File: src/rtl/jbi_fc_pkg.sv
// jbi_fc_pkg: shared types, default watermarks and width helper for AOK/DOK flow control
package jbi_fc_pkg;

    typedef enum logic {FC_HOLD = 1'b0, FC_GRANT = 1'b1} fc_st_t;

    localparam int FC_A_DEPTH = 16;
    localparam int FC_A_HI    = 12;
    localparam int FC_A_LO    = 8;
    localparam int FC_D_DEPTH = 32;
    localparam int FC_D_HI    = 24;
    localparam int FC_D_LO    = 16;
    localparam int FC_HOLDOFF = 4;

    function automatic int fc_cnt_w(input int depth);
        return $clog2(depth + 1);
    endfunction

endpackage

File: src/rtl/jbi_fc_chan.sv
// jbi_fc_chan: one flow-control channel - occupancy counter, grant/hold FSM, holdoff timer, sticky error
module jbi_fc_chan
    import jbi_fc_pkg::*;
#(
    parameter int DEPTH   = FC_A_DEPTH,
    parameter int HI      = FC_A_HI,
    parameter int LO      = FC_A_LO,
    parameter int HOLDOFF = FC_HOLDOFF
) (
    input  logic                       clk,
    input  logic                       rst,
    input  logic                       push,
    input  logic                       pop,
    output logic                       on,
    output logic                       off,
    output logic                       st,
    output logic [fc_cnt_w(DEPTH)-1:0] cnt,
    output logic                       err
);

    localparam int CW = fc_cnt_w(DEPTH);
    localparam int HW = fc_cnt_w(HOLDOFF);
    localparam logic [CW-1:0] MAX_C  = CW'(DEPTH);
    localparam logic [CW-1:0] HI_C   = CW'(HI);
    localparam logic [CW-1:0] LO_C   = CW'(LO);
    localparam logic [HW-1:0] HOLD_C = HW'(HOLDOFF - 1);

    generate
        if (!(LO < HI && HI <= DEPTH && HOLDOFF >= 1)) begin : g_bad_params
            $error("jbi_fc_chan: need LO < HI <= DEPTH and HOLDOFF >= 1");
        end
    endgenerate

    fc_st_t          state;
    logic [HW-1:0]   hold;
    logic            inc, dec, ovf, unf;
    logic [CW-1:0]   cnt_n;

    assign st = (state == FC_GRANT);

    // next occupancy, saturating at both ends, with the error conditions that saturation hides
    always_comb begin
        inc   = push & ~pop;
        dec   = pop & ~push;
        ovf   = inc && cnt == MAX_C;
        unf   = dec && cnt == '0;
        cnt_n = (inc && !ovf) ? cnt + 1'b1 : (dec && !unf) ? cnt - 1'b1 : cnt;
    end

    // withdraw immediately at HI; re-grant at LO only once the holdoff timer has drained
    always_ff @(posedge clk) begin
        if (rst) begin
            cnt   <= '0;
            state <= FC_GRANT;
            on    <= 1'b0;
            off   <= 1'b0;
            hold  <= '0;
            err   <= 1'b0;
        end else begin
            cnt <= cnt_n;
            err <= err | ovf | unf;
            on  <= 1'b0;
            off <= 1'b0;
            if (state == FC_GRANT && cnt_n >= HI_C) begin
                state <= FC_HOLD;
                off   <= 1'b1;
                hold  <= HOLD_C;
            end else if (state == FC_HOLD && cnt_n <= LO_C && hold == '0) begin
                state <= FC_GRANT;
                on    <= 1'b1;
                hold  <= HOLD_C;
            end else if (hold != '0) begin
                hold <= hold - 1'b1;
            end
        end
    end

endmodule

File: src/rtl/jbi_aok_dok_gen.sv
// jbi_aok_dok_gen: AOK/DOK on/off pulse generator for the address and data inbound queues
module jbi_aok_dok_gen
    import jbi_fc_pkg::*;
#(
    parameter int A_DEPTH = FC_A_DEPTH,
    parameter int A_HI    = FC_A_HI,
    parameter int A_LO    = FC_A_LO,
    parameter int D_DEPTH = FC_D_DEPTH,
    parameter int D_HI    = FC_D_HI,
    parameter int D_LO    = FC_D_LO,
    parameter int HOLDOFF = FC_HOLDOFF
) (
    input  logic                         clk,
    input  logic                         rst,
    input  logic                         a_push,
    input  logic                         a_pop,
    input  logic                         d_push,
    input  logic                         d_pop,
    output logic                         aok_on,
    output logic                         aok_off,
    output logic                         dok_on,
    output logic                         dok_off,
    output logic                         aok_st,
    output logic                         dok_st,
    output logic [fc_cnt_w(A_DEPTH)-1:0] a_cnt,
    output logic [fc_cnt_w(D_DEPTH)-1:0] d_cnt,
    output logic [1:0]                   fc_err
);

    logic a_err, d_err;

    assign fc_err = {d_err, a_err};

    jbi_fc_chan #(.DEPTH(A_DEPTH), .HI(A_HI), .LO(A_LO), .HOLDOFF(HOLDOFF)) u_addr (
        .clk (clk),
        .rst (rst),
        .push(a_push),
        .pop (a_pop),
        .on  (aok_on),
        .off (aok_off),
        .st  (aok_st),
        .cnt (a_cnt),
        .err (a_err)
    );

    jbi_fc_chan #(.DEPTH(D_DEPTH), .HI(D_HI), .LO(D_LO), .HOLDOFF(HOLDOFF)) u_data (
        .clk (clk),
        .rst (rst),
        .push(d_push),
        .pop (d_pop),
        .on  (dok_on),
        .off (dok_off),
        .st  (dok_st),
        .cnt (d_cnt),
        .err (d_err)
    );

endmodule

File: config.mk
export PLATFORM = sky130hd
export DESIGN_NAME = jbi_aok_dok_gen
export DESIGN_NICKNAME = d
export VERILOG_FILES = /design/src/rtl/jbi_fc_pkg.sv /design/src/rtl/jbi_fc_chan.sv /design/src/rtl/jbi_aok_dok_gen.sv
export SDC_FILE = /design/constraint.sdc
export NUM_CORES = 1
export LEC_CHECK = 0
export ABC_AREA = 0
export CAP_MARGIN = 30
export CORE_ASPECT_RATIO = 1.25
export CORE_MARGIN = 2
export CORE_UTILIZATION = 45
export CTS_CLUSTER_DIAMETER = 50
export DETAILED_ROUTE_END_ITERATION = 8
export GPL_TIMING_DRIVEN = 0
export PLACE_DENSITY = 0.68
export SLEW_MARGIN = 20
export SYNTH_ARGS = -nofsm -noshare
export SYNTH_HDL_FRONTEND = slang
export SYNTH_SLANG_ARGS = --single-unit
File: constraint.sdc
create_clock -name clk -period 4 [get_ports clk]
set_input_delay 1.2 -clock clk [delete_from_list [all_inputs] [get_ports clk]]
set_output_delay 1.2 -clock clk [all_outputs]
set_load 0.005 [all_outputs]
# Yosys cells after proc, flatten, opt, wreduce, memory -nomap -nowiden
# Cells that the tools add are included.
[totals] output_inout_bits=19 elab_cells=90 ff_bits=25 in_bits=6
[classes] n_mux=18 n_lt_le_gt_ge=4 n_addsub=6 n_eq_ne=2 bitwise_logic=14 n_reduce_logical=32
[ops] cell="$logic_and 1x1->1" count=14
[ops] cell="$mux 2" count=6
[ops] cell="$mux 6" count=2
[ops] cell="$reduce_bool 3->1" count=4
[ops] cell="$mux 5" count=2
[ops] cell="$mux 1" count=8
[ops] cell="$add 6x1->6 const B" count=1
[ops] cell="$eq 6x6->1 const B" count=1
[ops] cell="$ge 6x5->1 const B" count=1
[ops] cell="$le 6x5->1 const B" count=1
[ops] cell="$logic_not 3->1" count=2
[ops] cell="$logic_not 6->1" count=1
[ops] cell="$not 1->1" count=6
[ops] cell="$reduce_or 3->1" count=2
[ops] cell="$sub 3x1->3 const B" count=2
[ops] cell="$sub 6x1->6 const B" count=1
[ops] cell="$add 5x1->5 const B" count=1
[ops] cell="$eq 5x5->1 const B" count=1
[ops] cell="$ge 5x4->1 const B" count=1
[ops] cell="$le 5x4->1 const B" count=1
[ops] cell="$logic_not 5->1" count=1
[ops] cell="$sub 5x1->5 const B" count=1
[ops] cell="$and 1x1->1" count=4
[ops] cell="$logic_not 1->1" count=4
[ops] cell="other kinds (3)" count=8

# Depth between registers and ports, before layout
# Gate-level depths: netlist of run 1.
[depth] depth_word=12 depth_mapped=9 mapped_depth_nobuf=9

# Modules after synthesis
# A second synthesis of run 1 with hierarchy kept.
[unflattened] hier_cells=181 area_unflattened_um2=1595.3
[modules_own_cells] mod="jbi_fc_chan at u_data" instances=1 area_per_inst_um2=837.1 cells_each=95 seq_area_each_um2=260.2
[modules_own_cells] mod="jbi_fc_chan at u_addr" instances=1 area_per_inst_um2=743.2 cells_each=84 seq_area_each_um2=240.2
[modules_own_cells] mod="jbi_aok_dok_gen" instances=1 area_per_inst_um2=15.0 cells_each=2 seq_area_each_um2=0.0

# Worst setup path after synthesis of run 1
# No wires, ideal clock.
[synth_timing] path_type="input port to flip-flop" startpoint="input port d_push" endpoint="register u_data.hold[0]" setup_ns=0.088 path_buffers=0 slack_ns=1.119 required_time_ns=3.912 arrival_time_ns=2.793 stages=7 cell_sequence="nor4b_2 > nor4b_2 > a21oi_1 > xnor2_2 > or3_1 > and3_1 > a311oi_2"
[synth_between] elab_chain_len=12 elab_cells_between_ends=19 classes_between="order compare (2); mux (4); bitwise (3); reduce/logical (10)"
[synth_lines] element="start, declared" line_no="jbi_aok_dok_gen.sv:17" text="input logic d_push,"
[synth_lines] element="$not 1->1" line_no="jbi_fc_chan.sv:44" text="dec = pop & ~push;"
[synth_lines] element="$and 1x1->1" line_no="jbi_fc_chan.sv:44"
[synth_lines] element="$logic_and 1x1->1" line_no="jbi_fc_chan.sv:46" text="unf = dec && cnt == '0;"
[synth_lines] element="$logic_not 1->1" line_no="jbi_fc_chan.sv:47" text="cnt_n = (inc && !ovf) ? cnt + 1'b1 : (dec && !unf) ? cnt - 1'b1 : cnt;"
[synth_lines] element="$logic_and 1x1->1" line_no="jbi_fc_chan.sv:47"
[synth_lines] element="$mux 6" line_no="jbi_fc_chan.sv:47"
[synth_lines] element="$mux 6 *" line_no="jbi_fc_chan.sv:47"
[synth_lines] element="$le 6x5->1" line_no="jbi_fc_chan.sv:68" text="end else if (state == FC_HOLD && cnt_n <= LO_C && hold == '0) begin"
[synth_lines] element="$logic_and 1x1->1 (2 in series)" line_no="jbi_fc_chan.sv:68"
[synth_lines] element="$mux 2" line_no="jbi_fc_chan.sv:68"
[synth_lines] element="$mux 2" line_no="jbi_fc_chan.sv:64" text="if (state == FC_GRANT && cnt_n >= HI_C) begin"
[synth_lines] element="end signal, assigned" line_no="jbi_fc_chan.sv:73" text="hold <= hold - 1'b1;"
[synth_lines] element="end, declared" line_no="jbi_fc_chan.sv:35" text="logic [HW-1:0] hold;"
# Mark *: on every way between the ends. The rest lies on a longest branch, timed or not.
# A chain may end at the register's enable or synchronous reset.

# Worst setup path after layout of run 1
[layout_timing] startpoint="input port d_pop" endpoint="register u_data.hold[0]"
[layout_between] elab_chain_len=11 elab_cells_between_ends=19 classes_between="order compare (2); mux (4); bitwise (3); reduce/logical (10)"
[layout_lines] element="start, declared" line_no="jbi_aok_dok_gen.sv:18" text="input logic d_pop,"
[layout_lines] element="$and 1x1->1 or $not 1->1 (tied branches)" line_no="jbi_fc_chan.sv:44, jbi_fc_chan.sv:43"
[layout_lines] element="$logic_and 1x1->1 or $and 1x1->1 (tied branches)" line_no="jbi_fc_chan.sv:46, jbi_fc_chan.sv:43"
[layout_lines] element="$logic_not 1->1 or $logic_and 1x1->1 (tied branches)" line_no="jbi_fc_chan.sv:47, jbi_fc_chan.sv:45"
[layout_lines] element="$logic_and 1x1->1 or $logic_not 1->1 (tied branches)" line_no="jbi_fc_chan.sv:47"
[layout_lines] element="$mux 6 or $logic_and 1x1->1 (tied branches)" line_no="jbi_fc_chan.sv:47"
[layout_lines] element="$mux 6 *" line_no="jbi_fc_chan.sv:47"
[layout_lines] element="$le 6x5->1" line_no="jbi_fc_chan.sv:68"
[layout_lines] element="$logic_and 1x1->1 (2 in series)" line_no="jbi_fc_chan.sv:68"
[layout_lines] element="$mux 2" line_no="jbi_fc_chan.sv:68"
[layout_lines] element="$mux 2" line_no="jbi_fc_chan.sv:64"
# Marks and branches as above.

==> impl_metrics.py, run 1 <==
metrics = {
    "status": {
        "outcome": "finished, final reports clean",
    },
    "placement": {
        "placed_cells": 257,
        "dp_hpwl_mm": 2.61,
        "gp_congestion": 0.777,
        "io_buffers": 23,
    },
    "worst_setup_path": {
        "worst_ep_required_time_ns": 4.19,
        "crit_arrival_ns": 3.56,
        "crit_type": "in2reg",
        "slowest_delay_ns": 0.60,
        "cp_common_cell": "nor4b_2",
        "path_cells": "clkdlybuf4s50_1 -> nor4b_2 -> nor4b_2 -> a21oi_1 -> xnor2_2 -> or3_1 -> and3_1 -> a311oi_2",
        "worstPathMaxFanout": 8,
        "cp-start-kind": "input port",
        "path_delay_family": "simple AND/OR/NAND/NOR gates",
        "slowest_stage": "clkdlybuf4s50_1",
        "endpoint_kind": "register",
        "r2r_slack_ns": 1.42,
        "crit_buf_inv": 1,
    },
    "clock_tree": {
        "clockBufferDepth": 2,
        "cts_setup_buffers": 0,
        "cts_tree": "done",
        "holdBufCountCts": 0,
        "clock-root-buffer": "clkbuf_8",
        "cts_made_buffers": 3,
        "clock_latency_ns": 0.27,
        "clkSlewWorstSetupHoldPaths_ns": 0.08,
        "cts_resized": 0,
        "clock-sinks": 25,
        "htree_levels": 1,
    },
    "floorplanning": {
        "die_w_um": 59.1,
        "dieArea_um2": 4310,
        "dieHeight_um": 72.9,
        "boundaryPins": 25,
        "row_count": 25,
        "initial_utilization_pct": 45.9,
        "coreArea_um2": 3720,
    },
    "route": {
        "via_count": 1457,
        "wirelength_mm": 3.42,
        "ant_nets": 0,
        "drc": 0,
        "wire_per_inst_um": 13.1,
        "drtPass1Iterations": 4,
        "drt-initial-drc-count": 52,
        "vias_per_cell": 5.58,
    },
    "finish": {
        "final.fill_count": 338,
        "antenna_cells": 0,
        "fin_util_pct": 54.6,
        "drive_gt1_share_pct": 11.8,
        "seqCellArea_um2": 500,
        "multiInputGateArea_um2": 1070,
        "fin_cells": 261,
        "syn2layout_area_growth_pct": 19.0,
        "finalNetCount": 237,
    },
    "sta": {
        "fin_crit_ns": 3.37,
        "fmaxAchievable_mhz": 297,
        "hold_viol": 0,
        "finalSetupViolCount": 0,
        "report.final.slew_viol_count": 0,
        "post-route-period-util_pct": 84.3,
        "tightest_slew_ns": 0.500,
        "max-slew-margin-rel_pct": 66.7,
        "fin_skew_ns": 0.00161,
        "final.setup.tns_ns": 0,
        "rsz0062_at_grt": "false",
    },
    "yosys": {
        "syn_nets": 209,
        "avgSynthCellArea_um2": 8.80,
        "netlist_area_um2": 1710,
        "synth_cell_types": 60,
        "ys.flop_type": "dfxtp_1",
        "async_flop_share_pct": 0,
        "yosysWarningCount": 0,
        "yosysSeqAreaShare_pct": 29.3,
        "yosys_register_bits": 25,
        "synth_edf_count": 0,
        "synthCells": 194,
    },
    "grt": {
        "grt_pass1_vias": 1296,
        "grt_use_total_pct": 17.0,
        "antenna_found_initial": 0,
        "overflow": 0,
        "grt_start_max_net_pins": 14,
        "grt_pass1_wl_mm": 5.67,
    },
    "pwr": {
        "power_density_nw_per_um2": 550,
        "p_leak_nw": 0.801,
        "p_total_mw": 1.12,
        "ir_drop_mv": 0.362,
    },
    "run": {
        "cap_violations": 0,
    },
    "worst_hold_path": {
        "hp-class": "reg2reg",
    },
}
path summary, 6_finish.rpt:
kind / start / end / depth (start not counted)
setup / recovery: d_pop / u_data.hold[0] / 8
hold / removal: u_addr.err / u_addr.err / 2
setup reg to reg: u_addr.cnt[0] / u_addr.hold[1] / 9
hold reg to reg: u_addr.err / u_addr.err / 2
kinds of logic (layout without fill, tap and decap cells):
family	after synthesis	in the layout	share of synthesized area, %
buffers and inverters	25	52	7.91
xor gates and xnor gates	6	6	3.52
and+or+nand+nor	82	82	32.1
muxes	5	5	3.00
adders and majority gates	9	9	6.59
AOI/OAI and AO/OA	42	42	17.6
DFF	25	25	29.3
synth_stat cells, types with 4 or more instances:
cell type / count / share of area (%)
inv_1: 12 / 2.6
o21ai_0: 6 / 1.8
nor2b_1: 4 / 1.5
ha_1: 9 / 6.6
nand2b_1: 8 / 2.9
nor3_1: 5 / 1.5
nand3b_1: 4 / 1.8
a21oi_1: 10 / 2.9
buf_4: 4 / 1.8
dfxtp_1: 25 / 29
mux2i_1: 4 / 2.3
nor2_1: 26 / 5.7
xnor2_1: 4 / 2.1
cell type report:
class / instances / area share, %
multi-input cells: 144 / 52.7
flip-flops and latches: 25 / 24.6
repair buffers: 23 / 11.3
plain buffers: 13 / 4.43
well taps: 40 / 2.46
clock buffers: 4 / 2.22
inverters: 12 / 2.22
registers in the layout, summed over array words and instances, names as in the netlist, 3 cells and up:
register     flops
u_addr.cnt       5
u_data.cnt       6
u_data.hold      3
u_addr.hold      3
layer usage:
layer  global-route usage, %  vias up  share of wire (%)
met1                    21.1      677                 45
met3                    2.30        4                2.5
met5                       0        -                  0
met2                    29.5       24                 51
li1                        -      752                  -
met4                    6.06        0                1.4
power breakdown:
group | switching, mW | internal, mW | leakage (nW) | total (mW)
Sequential | 0.0499 | 0.312 | 0.205 | 0.361
Combinational | 0.300 | 0.308 | 0.573 | 0.609
Clock | 0.0772 | 0.0713 | 0.0228 | 0.148
Total | 0.428 | 0.691 | 0.801 | 1.12
placed cells by master (no fill, tap or decap), types with 3 or more instances in the layout:
cell type	count
nor3b_1	3
mux2i_1	4
ha_1	9
nor2b_1	4
nor4_1	3
clkdlybuf4s50_1	23
nand2b_1	8
buf_6	3
inv_1	12
nor2_1	26
a31oi_1	3
nand3b_1	4
buf_2	3
dfxtp_1	25
a21oi_1	10
o21ai_0	6
nand2_1	3
and3_1	3
buf_4	4
clkbuf_1	3
clkbuf_8	3
xnor2_1	4
nor3_1	5
and3b_1	3
and2_1	3
worst min-delay path: cells and delay by family (launching register included):
family / cells / cell delay (ns)
simple gates: 1 / 0.07
flops: 1 / 0.34
compound gates: 1 / 0.04
through the flow:
step / hold slack [ns] / setup slack [ns] / cell area [µm²]
5_1_grt: 0.497 / 0.405 / 2030
6_report: 0.477 / 0.630 / 2030
2_1_floorplan: 0.438 / 1.12 / 1710
4_1_cts: 0.482 / 0.613 / 2030
3_5_place_dp: 0.459 / 0.334 / 1990
3_3_place_gp: 0.449 / 0.384 / 1990
(Power assumes the default switching activity.)
==> inputs of run 2 (changes only) <==
==> constraint.sdc (replaced) <==
create_clock -name clk -period 3.2 [get_ports clk]
set_input_delay 0.96 -clock clk [delete_from_list [all_inputs] [get_ports clk]]
set_output_delay 0.96 -clock clk [all_outputs]
set_load 0.005 [all_outputs]
==> run 2 against run 1 <==
Against the previous run: clock power grew 26%; critical path depth grew 1; highest routed layer unchanged; via count shrank 0.41%; sequential power grew 26%; non-clock buffer count is the same.
==> impl_metrics.py, run 2 (same netlist as run 1, synthesis figures left out) <==
metrics = {
    "route": {
        "wirelength_mm": 3.46,
        "drtPass1Iterations": 4,
        "drc": 0,
        "wire_per_inst_um": 13.3,
        "drt-initial-drc-count": 54,
        "via_count": 1451,
        "ant_nets": 0,
        "vias_per_cell": 5.56,
    },
    "clock_tree": {
        "htree_levels": 1,
        "cts_setup_buffers": 0,
        "clock_latency_ns": 0.27,
        "holdBufCountCts": 0,
        "clockBufferDepth": 2,
        "cts_tree": "done",
        "cts_resized": 0,
        "clock-root-buffer": "clkbuf_8",
        "clock-sinks": 25,
        "cts_made_buffers": 3,
        "clkSlewWorstSetupHoldPaths_ns": 0.08,
    },
    "pwr": {
        "power_density_nw_per_um2": 688,
        "p_clk_share_pct": 13.1,
        "p_leak_nw": 0.820,
        "power_frac_seq_pct": 32.0,
        "p_comb_share_pct": 54.8,
        "internal_power_mw": 0.870,
        "p_sw_share_pct": 38.6,
        "ir_drop_mv": 0.516,
        "power_switching_mw": 0.548,
    },
    "floorplanning": {
        "dieHeight_um": 72.9,
        "initial_utilization_pct": 45.9,
        "row_count": 25,
        "dieArea_um2": 4310,
        "die_w_um": 59.1,
        "boundaryPins": 25,
        "coreArea_um2": 3720,
    },
    "finish": {
        "final_cell_mix": "nor2_1, dfxtp_1, clkdlybuf4s50_1",
        "final.fill_count": 335,
        "reg_top3": "u_data.cnt: 6 flops, u_addr.cnt: 5 flops",
        "fin_cells": 261,
        "antenna_cells": 0,
        "final_common_cell": "nor2_1",
        "finalNetCount": 237,
        "regMostFlops": "u_data.cnt",
        "syn2layout_area_growth_pct": 20.7,
        "largest_reg_flops": 6,
        "drive_gt1_share_pct": 12.2,
    },
    "grt": {
        "overflow": 0,
        "grt_start_max_net_pins": 14,
        "antenna_found_initial": 0,
        "grt_use_total_pct": 17.0,
        "grt_pass1_wl_mm": 5.67,
        "grt_pass1_vias": 1296,
    },
    "sta": {
        "post-route-period-util_pct": 94.8,
        "tightest_slew_ns": 0.502,
        "fmaxAchievable_mhz": 330,
        "report.final.slew_viol_count": 0,
        "holdWs_ns": 0.477,
        "max-slew-margin-rel_pct": 66.5,
        "hold_viol": 0,
        "fin_crit_ns": 3.03,
        "finalSetupViolCount": 0,
        "fin_skew_ns": 0.00195,
    },
    "worst_hold_path": {
        "hp-class": "reg2reg",
    },
    "worst_setup_path": {
        "endpoint_kind": "register",
        "cp-start-kind": "input port",
        "crit_type": "in2reg",
        "worst_ep_required_time_ns": 3.39,
        "worstPathMaxFanout": 10,
        "crit_arrival_ns": 3.22,
    },
    "placement": {
        "dp_hpwl_mm": 2.61,
        "placed_cells": 257,
        "gp_congestion": 0.777,
        "io_buffers": 23,
    },
    "run": {
        "cap_violations": 0,
    },
    "status": {
        "outcome": "finished, final reports clean",
    },
}
-- run 2: cell count changes in the layout (fill, tap and decap cells not counted), sizes merged --
cell           before  now
buf                11   10
clkbuf              6    7
clkdlybuf4s50      23   22
dlymetal6s2s        0    1
-- run 2: final cells by class --
cell class / count / area, µm² / area share [%]
Tap cell: 40 / 50.0 / 2.43
Buffer: 13 / 92.6 / 4.49
Inverter: 12 / 45.0 / 2.18
Clock buffer: 4 / 45.0 / 2.18
Sequential cell: 25 / 500 / 24.3
Multi-Input combinational cell: 144 / 1100 / 53.2
Timing Repair Buffer: 23 / 233 / 11.3
-- run 2: routing by layer --
| metal | GRT usage [%] | up-vias | share of wire [%] |
|---|---|---|---|
| met3 | 2.30 | 4 | 2.4 |
| met5 | 0 | - | 0 |
| met1 | 21.1 | 677 | 45 |
| met2 | 29.5 | 21 | 51 |
| met4 | 6.06 | 0 | 1.9 |
| li1 | - | 749 | - |
-- run 2: through the flow --
step / power, mW / util (%) / setup TNS, ns / area (µm²) / worst slack, ns
2_1_floorplan: 1.01 / - / 0 / 1710 / 0.559
3_5_place_dp: 1.22 / 53.4 / -0.476 / 1990 / -0.226
3_3_place_gp: 1.21 / 53.4 / -0.351 / 1990 / -0.176
6_report: 1.42 / 55.4 / 0 / 2060 / 0.168
5_1_grt: 1.54 / 55.4 / -0.000659 / 2060 / -0.000659
4_1_cts: 1.41 / 54.6 / 0 / 2030 / 0.0531
-- run 2: power groups by stage --
stage               Sequential [mW]  Clock (mW)  Combinational [mW]
global placement              0.456           0               0.750
floorplan                     0.449           0               0.566
finish                        0.454       0.186               0.778
detailed placement            0.457           0               0.766
global route                  0.464       0.200               0.876
CTS                           0.452       0.191               0.769
-- run 2: worst paths after layout --
kind,start,endpoint,slack (ns),cells past startpoint
max reg2reg,u_data.cnt[0],u_data.hold[0],0.60,9
min,u_addr.err,u_addr.err,0.48,2
max,d_push,u_data.hold[0],0.17,9
min reg2reg,u_addr.err,u_addr.err,0.48,2
-- run 2: critical path: stages --
cell	delay, ns
clkdlybuf4s50_1	0.51
clkbuf_4	0.23
nor4bb_1	0.15
a31oi_1	0.15
and4b_1	0.26
a41oi_1	0.17
or3_1	0.37
and3_1	0.19
a311oi_2	0.22
==> inputs of run 3 (changes only) <==
==> constraint.sdc (replaced) <==
create_clock -name clk -period 3.7 [get_ports clk]
set_input_delay 1.11 -clock clk [delete_from_list [all_inputs] [get_ports clk]]
set_output_delay 1.11 -clock clk [all_outputs]
set_load 0.005 [all_outputs]
==> results of run 3 <==
Same layout as run 1 (identical final DEF). Status: finished, final reports clean.
Among the figures that moved: setup slack after placement 0.334 ns -> 0.124 ns; setup slack after layout 0.630 ns -> 0.420 ns; register-to-register setup slack 1.42 ns -> 1.12 ns; total power 1.12 mW -> 1.21 mW; worst IR drop on VDD 0.362 mV -> 0.391 mV
==> RTL change 1 (flow settings as in run 2) <==
`FC_HOLDOFF`: 4 -> 5.
--- a/src/rtl/jbi_fc_pkg.sv
+++ b/src/rtl/jbi_fc_pkg.sv
@@ -10,5 +10,5 @@
     localparam int FC_D_HI    = 24;
     localparam int FC_D_LO    = 16;
-    localparam int FC_HOLDOFF = 4;
+    localparam int FC_HOLDOFF = 5;
 
     function automatic int fc_cnt_w(input int depth);
Function: same outputs for any inputs over 10 cycles, from zero or initial values and one cycle with rst high; that may be too few to reach the edited logic, so the function may still have changed.
==> RTL change 1 against run 2 <==
Count of clock-buffer cells in the layout down 1; total power fell by 6.2%; cell area grew 3.5%; synthesized area grew 3.4%; sequential cell count did not move; routed wire length is 10% higher; largest cell class unchanged; first-iteration DRC count grew 65%; setup slack worse by 0.039 ns.
==> RTL change 1: results (changes against run 2) <==
| Metric | Value |
|---|---|
| Initial DRC Count | `89 (+65%)` |
| WL final | `3.81 mm (+10%)` |
| Top Registers | `u_data.cnt x6, u_addr.cnt x5` |
| Worst-path maximum fanout | `7 (-3)` |
| Post-place setup slack | `-0.194 ns (+0.0317 ns)` |
| Met3 usage | `0.0174 (-0.00566)` |
| Yosys warnings | `0 (unchanged)` |
| Least-Margin Pin Slew | `0.654 ns (+0.152 ns)` |
| Post-synth top cells | `dfxtp_1, nor2_1, inv_1, nand2_1, o21ai_0` |
| Met1 Use GR | `0.230 (+0.0183)` |
| Total Nets Final | `251 (+5.9%)` |
| Vias in the first global route | `1,506 (+16%)` |
| Cell variety after synth | `58 (-3.3%)` |
| Type of the most critical hold path | `register to register` |
| H-tree depth | `1 (unchanged)` |
| Total track usage | `0.187 (+0.0173)` |
| 1st-pass router iterations | `4 (unchanged)` |
| Mux cell area share after synthesis | `0.0312 (+0.00115)` |
| Syn_nets | `223 (+6.7%)` |
| Initial antenna violation count | `0 (unchanged)` |
| First-pass GRT wire length | `6.59 mm (+16%)` |
| Layout cells sized above 1 | `0.128 (+0.00549)` |
| Hold Crit Depth | `2 (unchanged)` |
| Leak | `0.793 nW (-3.3%)` |
| HPWL Detailed | `2.86 mm (+9.3%)` |
| Switching Fraction | `0.390 (+0.00407)` |
| Layout Skew | `0.00408 ns (+0.00213 ns)` |
| Post-synthesis adder-cell area fraction | `0.0638 (-0.00215)` |
| GR Layer Usage met2 | `0.338 (+0.0431)` |
| Synth top area cells | `dfxtp_1, ha_1, nor2_1` |
| Outcome | `finished, final reports clean` |
| GP Congestion | `0.871 (+12%)` |
| Antenna cells | `0 (unchanged)` |
| Clock transition at path regs | `0.09 ns` |
| CTS buffer count | `3 (unchanged)` |
| Register area share after synthesis | `0.283 (-0.00955)` |
| Largest net degree at the start of global routing | `16 (+2)` |
| Port Buf Inserts | `23 (unchanged)` |
| Worst reg-to-reg path cell count | `8 (-1)` |
| Worst IR Drop VDD | `233 uV (-55%)` |
| Synth Area in XOR/XNOR | `0.0198 (-0.0153)` |
| WP data arrival | `3.26 ns (+0.04 ns)` |
| Root Driver | `clkbuf_8` |
| Post-synthesis compound-gate area fraction | `0.245 (+0.0687)` |
| Max Root-Sink Buffers | `2 (unchanged)` |
| Vias post-DR | `1,630 (+12%)` |
| Synth async-reset ratio | `0 (unchanged)` |
| # fillers | `372 (+11%)` |
| Post CTS Setup Buffer Count | `0 (unchanged)` |
| Latest clock arrival within the worst-skew pair | `0.28 ns` |
==> RTL change 1: per-layer routing <==
layer  vias up  wire length (um)
met4         0                42
li1        821                 -
met2        20              1960
met5         -                 0
met3         5                84
met1       784              1730
==> RTL change 1: power by group through the flow <==
stage / combinational [mW] / clock (mW) / sequential (mW)
after floorplan: 0.509 / 0 / 0.436
final: 0.692 / 0.197 / 0.440
after global routing: 0.781 / 0.212 / 0.453
after global placement: 0.674 / 0 / 0.446
after detailed placement: 0.681 / 0 / 0.448
after CTS: 0.684 / 0.201 / 0.441
==> RTL change 1: logic make-up (layout without fill, tap and decap cells) <==
kind of cell,Yosys count,after routing
xor+xnor,4,4
buf+inv,26,53
fa+ha+maj,9,9
simple gates,83,83
compound gates,56,56
flops,25,25
mux,5,5
==> RTL change 1: worst max-delay path: stages <==
cell and delay (ns):
clkdlybuf4s50_1 0.50, nand4b_1 0.25, or3_1 0.43, and3_1 0.20, nor3_1 0.39, a21oi_1 0.23, a2111oi_4 0.29
==> RTL change 1: layout make-up <==
cell class,instances,area share
buffer,14,0.0393
clock buffer,3,0.0194
clock inverter,1,0.00352
inverter,12,0.0211
multi-input combinational,157,0.543
sequential,25,0.235
tap,54,0.0317
timing repair buffer,23,0.108
==> RTL change 1: per-stage QoR <==
stage | utilization | TNS (ns) | cells | hold slack, ns | instance area, um2
final | 0.564 | 0 | 289 | 0.484 | 2130
after global routing | 0.564 | -0.0721 | 289 | 0.530 | 2130
after CTS | 0.558 | 0 | 289 | 0.488 | 2110
after global placement | 0.545 | -0.415 | 285 | 0.464 | 2060
after floorplan | - | 0 | 208 | 0.438 | 1770
after detailed placement | 0.545 | -0.507 | 285 | 0.465 | 2060
==> RTL change 1: final timing paths <==
path                                     from              to  slack, ns
worst max-delay path                    d_pop  u_data.hold[0]       0.13
worst min-delay path               u_data.err      u_data.err       0.48
worst max register to register  u_data.cnt[1]  u_data.hold[0]       0.61
worst min register to register     u_data.err      u_data.err       0.48
==> RTL change 1: what timing repair did <==
| action | 4_1_cts | 5_1_grt |
|---|---|---|
| hold endpoints to repair | 0 | 0 |
| hold buffers | 0 | 0 |
| endpoints found under the setup margin | 0 | 5 |
| resized for setup | 0 | 5 |
==> RTL change 2 (flow settings as in run 2) <==
Made on the original files. Make the reset (`rst`) asynchronous in one clocked block.
--- a/src/rtl/jbi_fc_chan.sv
+++ b/src/rtl/jbi_fc_chan.sv
@@ -49,5 +49,5 @@
 
     // withdraw immediately at HI; re-grant at LO only once the holdoff timer has drained
-    always_ff @(posedge clk) begin
+    always_ff @(posedge clk or posedge rst) begin
         if (rst) begin
             cnt   <= '0;
Function: differs if rst is asserted again (counterexample within 4 cycles, from zero or initial values and one cycle with rst high); with rst held inactive, the same outputs for 10 cycles.
==> RTL change 2 against run 2 <==
Critical path depth fell by 1; critical path type unchanged; combinational power grew 38%; cell area is 0.61% lower; sequential power rose by 40%; setup slack gained 0.14 ns; non-clock buffer count is 4 lower; highest routed layer unchanged; routed wire length grew 9.1%; synthesized area decreased by 0.51%; total power is 33% higher; the run now ends with design-rule violations left; sequential cell count unchanged.
==> RTL change 2: results (changes against run 2) <==
| Metric | Value |
|---|---|
| Worst IR Drop VDD | `499 uV (-3.5%)` |
| GR Layer Usage met2 | `0.384 (+0.0889)` |
| Post-synthesis adder-cell area fraction | `0.0663 (+0.000340)` |
| Routed wl met2 | `2.14 mm (+22%)` |
| Failing checks | `design-rule violations` |
| Initial DRC Count | `117 (+120%)` |
| Largest net degree at the start of global routing | `26 (+12)` |
| Logic pwr share | `0.567 (+0.019)` |
| Port Buf Inserts | `24 (+4.3%)` |
| Largest stage delay on the critical path | `0.49 ns (-0.02 ns)` |
| Total track usage | `0.192 (+0.0221)` |
| Register area share after synthesis | `0.370 (+0.0766)` |
| Post-place setup slack | `-0.0848 ns (+0.141 ns)` |
| Least-Margin Pin Slew | `0.605 ns (+0.102 ns)` |
| DRC | `2 (+2)` |
| Layout cells sized above 1 | `0.114 (-0.00789)` |
| Outcome | `complete, but fails checks` |
| Mux cell area share after synthesis | `0.0184 (-0.0116)` |
| Largest family of logic cells by synthesized area | `compound AO/OA/AOI/OAI gates` |
| Post-synthesis compound-gate area fraction | `0.232 (+0.0561)` |
| GP Congestion | `0.851 (+9.6%)` |
| Sw Pwr | `0.786 mW (+43%)` |
| 1st-pass router iterations | `6 (+2)` |
| First-pass GRT wire length | `6.56 mm (+16%)` |
| Syn_nets | `196 (-6.2%)` |
==> RTL change 2: changes by cell type after synthesis, sizes merged, moves of 4 or more <==
cell / before / now
buf: 11 / 5
dfrtp: 0 / 23
dfxtp: 25 / 0
inv: 12 / 18
nand2: 3 / 9
nand2b: 8 / 2
nand3: 1 / 11
nor2: 26 / 9
nor3: 5 / 1
nor3b: 4 / 0
nor4b: 5 / 1
==> RTL change 2: cell families (layout without fill, tap and decap cells) <==
| group | count (synthesis) | after routing |
|---|---|---|
| fa+ha+maj | 9 | 9 |
| compound gates | 51 | 51 |
| flops | 25 | 25 |
| buf+inv | 25 | 54 |
| mux | 3 | 3 |
| xor+xnor | 4 | 4 |
| simple gates | 64 | 64 |
==> RTL change 2: through the flow <==
stage,utilization,std cells,TNS (ns)
final,0.578,249,0
after global routing,0.578,249,0
after CTS,0.574,248,0
after detailed placement,0.561,244,-0.185
after global placement,0.561,244,0
after floorplan,-,181,0
==> RTL change 2: area by class of cell <==
class / instances / area, um2
Fill cell: 340 / 1490
Multi-Input combinational cell: 131 / 967
Sequential cell: 25 / 628
Timing Repair Buffer: 25 / 255
Inverter: 18 / 67.6
Tap cell: 39 / 48.8
Clock buffer: 4 / 45.0
Buffer: 7 / 37.5
==> RTL change 2: how the worst max path moves through the flow <==
| stage | startpoint | to | cells past startpoint |
|---|---|---|---|
| floorplan | d_push | u_data.hold[1] | 6 |
| global placement | d_pop | u_data.hold[1] | 8 |
| detailed placement | d_pop | u_data.hold[0] | 8 |
| CTS | d_pop | u_data.hold[0] | 8 |
| global route | d_pop | u_data.hold[0] | 8 |
| finish | d_pop | u_data.hold[0] | 8 |
==> RTL change 2: worst max-delay path, delay by kind of cell <==
kind	cells	cell delay [ns]
and+or+nand+nor	2	0.38
AOI/OAI and AO/OA	4	0.98
buffers and inverters	2	0.71
